===== src/rtl/down_counter.sv =====
// down_counter: loadable down-counter with one-cycle terminal-count pulse; DOWN_COUNTER_RELOAD_EN selects auto-reload over one-shot
module down_counter #(
  parameter int WIDTH = 4
) (
  input  logic             CLK,
  input  logic             reset,
  input  logic             load,
  input  logic             enable,
  input  logic [WIDTH-1:0] Din,
  output logic [WIDTH-1:0] Q,
  output logic             tc,
  output logic             busy,
  output logic             done,
  output logic             zero
);
`ifdef DOWN_COUNTER_RELOAD_EN
  localparam bit auto_reload = 1'b1;
`else
  localparam bit auto_reload = 1'b0;
`endif
  localparam logic [WIDTH-1:0] one = 1;
  typedef enum logic [1:0] {IDLE, RUN, DONE} state_t;
  state_t state;
  logic [WIDTH-1:0] reload;
  logic run_en, expire;
  assign run_en = state == RUN && enable;
  assign expire = run_en && Q == one;
  assign zero = Q == '0;
  always_ff @(posedge CLK)
    if (reset) begin
      Q <= '0;
      reload <= '0;
      tc <= 1'b0;
      busy <= 1'b0;
      done <= 1'b0;
      state <= IDLE;
    end else if (load) begin
      Q <= Din;
      reload <= Din;
      tc <= 1'b0;
      busy <= Din != '0;
      done <= Din == '0;
      state <= Din != '0 ? RUN : DONE;
    end else begin
      tc <= expire;
      if (expire) begin
        Q <= auto_reload ? reload : '0;
        state <= auto_reload ? RUN : DONE;
        busy <= auto_reload;
        done <= !auto_reload;
      end else if (run_en)
        Q <= Q - one;
    end
endmodule


===== config.mk =====
export PLATFORM = sky130hd
export DESIGN_NAME = down_counter
export DESIGN_NICKNAME = d
export VERILOG_FILES = /design/src/rtl/down_counter.sv
export SDC_FILE = /design/constraint.sdc
export NUM_CORES = 1
export LEC_CHECK = 0
export BUFFER_PORTS_ARGS = -buffer_cell sky130_fd_sc_hd__buf_2
export CORE_AREA = 2 2 39 41
export DETAILED_ROUTE_END_ITERATION = 7
export DIE_AREA = 0 0 41 43
export GPL_ROUTABILITY_DRIVEN = 0
export SLEW_MARGIN = 20
export SYNTH_ARGS = -nofsm -noshare
export SYNTH_HDL_FRONTEND = slang
export SYNTH_SLANG_ARGS = --single-unit

===== constraint.sdc =====
create_clock -name CLK -period 1.3 [get_ports CLK]
set_input_delay 0.065 -clock CLK [delete_from_list [all_inputs] [get_ports CLK]]
set_output_delay 0.065 -clock CLK [all_outputs]
set_load 0.05 [all_outputs]

After elaboration in Yosys (flattened, before gate mapping)
Index checks and enable logic that the tools add are counted. W data, S select, Z words.

Bits in registers: 9. Input port bits: 8. Output and inout bits: 8. Word-level logic and storage cells: 26.

Add/subtract/negate cells: 1. Eq/ne operators: 2. Multiplexer cells: 10. Reduce and logical (&&, ||, !) cells: 8.

Operators with widths (number): $mux W4 (3); $logic_not A4 Y1 (2); $mux W2 (3); $eq A4 B1 Y1 const B (1); $mux W1 (4); $reduce_bool A4 Y1 (1); $sub A4 B1 Y4 const B (1); $reduce_bool A3 Y1 (1); $eq A2 B1 Y1 const B (1); $logic_and A1 B1 Y1 (2); $reduce_bool A2 Y1 (1); $reduce_or A2 Y1 (1).

Longest topological paths before layout
Depth after elaboration: 5. Depth in mapped cells: 5. Mapped depth without buffers: 5.

Worst setup path before layout
OpenSTA, ideal clock, no wires.

Path kind: reg2out. Start: register Q[0]. End: output zero. Arrival time: 1.966 ns. Data required time: 1.235 ns. Slack: -0.731 ns. Cell stages (with the launch flop): 4. Path buffers: 0. Path through: dfxtp_1 > inv_1 > ha_1 > nor3b_1.

Word-level cells in the longest chain between the ends: 1.

Ends and longest elaborated chain: start, declared (line 10) `output logic [WIDTH-1:0] Q,`; start signal, assigned (line 38) `Q <= Din;`; start signal, assigned (line 47) `Q <= auto_reload ? reload : '0;`; start signal, assigned (line 52) `Q <= Q - one;`; $logic_not A4 Y1 (line 28) `assign zero = Q == '0;`; end, declared (line 14) `output logic zero`.

Every way passes these cells.

Worst setup path after layout
Start: register Q[1]. End: register busy.

Word-level cells in the longest chain between the ends: 3.

Ends and longest elaborated chain: $eq A4 B1 Y1 (line 27) `assign expire = run_en && Q == one;`; $logic_and A1 B1 Y1 (line 27); $reduce_bool A2 Y1 (no source line); end signal, assigned (line 49) `busy <= auto_reload;`; end, declared (line 12) `output logic busy,`.

Every way passes these cells. A chain may end at the register's enable or synchronous reset.

==> key figures <==
Run status
  – Status: finished with violations
  – Failing checks: setup timing

CTS
  – Clk sinks: 7
  – Clock tree buffer depth: 2
  – Worst skew pair latency: 0.25 ns
  – Reg clk slew, reported paths: 0.06 ns
  – H-Tree Depth: 1
  – Post-CTS Setup Bufs: 0
  – CTS Buf Count: 3
  – Post-CTS Hold Fix Bufs: 0
  – CTS tree: done
  – CTS root buf: clkbuf_4

Logic synthesis
  – Ys Warns: 0
  – Yosys reg bits: 7
  – Number of flops mapped to enable cells by yosys: 0
  – Sequential fraction of the synthesis area: 36.0%
  – Synthesized net count: 55
  – Main synth FF type: dfxtp_1
  – Instance count of the mapped netlist: 45
  – Netlist Area Pre-Place: 389 um^2
  – Post-Syn Area per Cell: 8.65 um^2
  – Synth async-reset ratio: 0%
  – Post-synthesis cell type count: 26

Detailed routing
  – Drt via density: 4.93
  – Drt first-iter violations: 13
  – Drc violations: 0
  – Vias: 414
  – Routed Antenna Nets: 0
  – Drt pass-1 iters: 4
  – Routed len/inst: 11.3 um
  – Final wirelength: 946 um

Setup path
  – Reg2reg path depth: 5
  – R2r endpoint: busy
  – Crit-path cells: inv_4 -> ha_4 -> or3b_2 -> o21ai_2 -> a21oi_1
  – Top Family by Delay on Critical Path: simple AND/OR/NAND/NOR gates
  – Worst path required time: 1.42 ns
  – Critical path class: register to register
  – Worst-path maximum fanout: 3
  – Worst r2r src: Q[1]
  – Largest stage delay, worst path: 0.49 ns
  – Worst path bufs/invs: 1
  – WP data arrival: 1.46 ns
  – CP endpoint kind: register
  – R2r setup slk: -0.04 ns
  – CP max-delay cell: or3b_2
  – Startpoint types: register

Die
  – Die H: 43 um
  – Initial Utilization: 28.1%
  – Full die area: 1760 um^2
  – Core ar.: 1380 um^2
  – IO Pins: 16
  – Die W: 41 um
  – FP Rows: 14

Placed design
  – Port Buffers: 15
  – HPWL after DPL: 730 um
  – Placed instance count: 80

STA
  – Pins Over Slew Limit: 0
  – Max Clock Freq: 0.745 GHz
  – Period utilisation layout: 103%
  – Clk_skew: 0.000965 ns
  – Hold Fails Final Rpt: 0
  – Min Tclk post-route: 1.34 ns
  – Slew @ Worst Pin: 0.409 ns
  – Post-route setup slack: -0.0422 ns
  – RSZ-0062 raised after global routing: true
  – Worst hold margin: 0.0587 ns
  – # setup viols final: 3
  – Rel. slew slack: 72.4%

Run
  – Total of max-cap violations: 0

Cells and area
  – Nets: 79
  – Share of layout cells above drive strength 1: 55.9%
  – Layout Area Growth over Synthesis: 51.1%
  – Post-Layout Cell Count: 84
  – Layout fillers: 137
  – Commonest non-fill, non-tap cell in the layout: buf_2
  – Most frequent cells in the layout: buf_2, buf_4, dfxtp_2, nand2_1
  – Number of antenna diodes: 0

GRT
  – Vias in the first global route: 342
  – First-pass GRT wire length: 1460 um
  – Total GRT Usage: 12.6%
  – Gr ovfl total: 0
  – Initial antenna violation count: 0
  – Largest net degree at the start of global routing: 13

Min path
  – Hold crit path type: input pin to register
  – Hold path depth: 2
  – Min-delay src: reset
  – Hold EP: busy

Pwr
  – VDD IR max: 0.000450 V
  – P per Cell Area: 1100 nW/um^2
  – Total power draw: 0.648 mW
  – Leakage power: 0.252 nW
## final cells by class
cell class	instances	area (um^2)	share of cell area (%)
Inverter	3	13.8	2.34
Sequential cell	7	153	26.0
Clock buffer	4	26.3	4.47
Timing Repair Buffer	20	119	20.2
Multi-Input combinational cell	34	256	43.6
Tap cell	16	20.0	3.40
## routing by layer
layer	part of all wire [%]	track usage, %
met1	52	18.6
met2	43	15.6
met3	4.5	3.14
met4	0	8.00
met5	0	0
## cells in the mapped netlist (2+ instances only)
library cell | n | share of area [%]
dfxtp_1 | 7 | 36
nor3b_1 | 2 | 3.9
inv_1 | 3 | 2.9
nand2_1 | 4 | 3.9
xnor2_1 | 2 | 4.5
ha_1 | 2 | 6.4
a21oi_1 | 3 | 3.9
nor2_1 | 2 | 1.9
nor2b_1 | 2 | 3.2
nand3b_1 | 2 | 3.9
## worst max-delay path by stage
stage	from	endpoint	depth (start not counted)
floorplan	Q[1]	Q[2]	5
global placement	Q[1]	Q[2]	5
detailed placement	Q[1]	Q[2]	5
CTS	Q[1]	Q[2]	5
global route	Q[1]	Q[2]	5
finish	Q[1]	busy	5
## worst reg2reg max path, cell delays in order (launching register included)
cell and delay (ns):
dfxtp_4 0.35, inv_4 0.06, ha_4 0.12, or3b_2 0.49
o21ai_2 0.13, a21oi_1 0.07
## state kept, by name (all words and copies together), names as in the netlist
name / count
tc: 1
busy: 1
done: 1
Q: 4
## kinds of logic after synthesis
group,after synthesis,synth area share (%)
xor gates and xnor gates,2,4.50
buffers and inverters,4,4.18
AOI/OAI and AO/OA,10,17.0
DFF,7,36.0
adders and majority gates,2,6.43
and+or+nand+nor,19,28.9
muxes,1,2.89
## metrics by stage
step                      TNS [ns]  setup WS, ns  utilization, %  instance area (um^2)
after global routing        -0.311       -0.0864            42.5                   588
after global placement      -0.109       -0.0605            39.7                   549
final                      -0.0989       -0.0422            42.5                   588
after floorplan             -0.363        -0.159               -                   422
after CTS                   -0.146       -0.0776            42.2                   584
after detailed placement    -0.113       -0.0670            39.7                   549
## report_power, final
group          total (mW)  internal [mW]  switching, mW
Sequential          0.243          0.229         0.0147
Combinational       0.199         0.0799          0.119
Clock               0.206          0.118         0.0881
## what timing repair did
| item | in CTS | in global routing |
|---|---|---|
| setup endpoints to repair | 4 | 5 |
| endpoints found under the hold margin | 0 | 0 |
| resized for setup | 4 | 1 |
| pin swaps | 2 | 1 |
(Power assumes the default switching activity.)
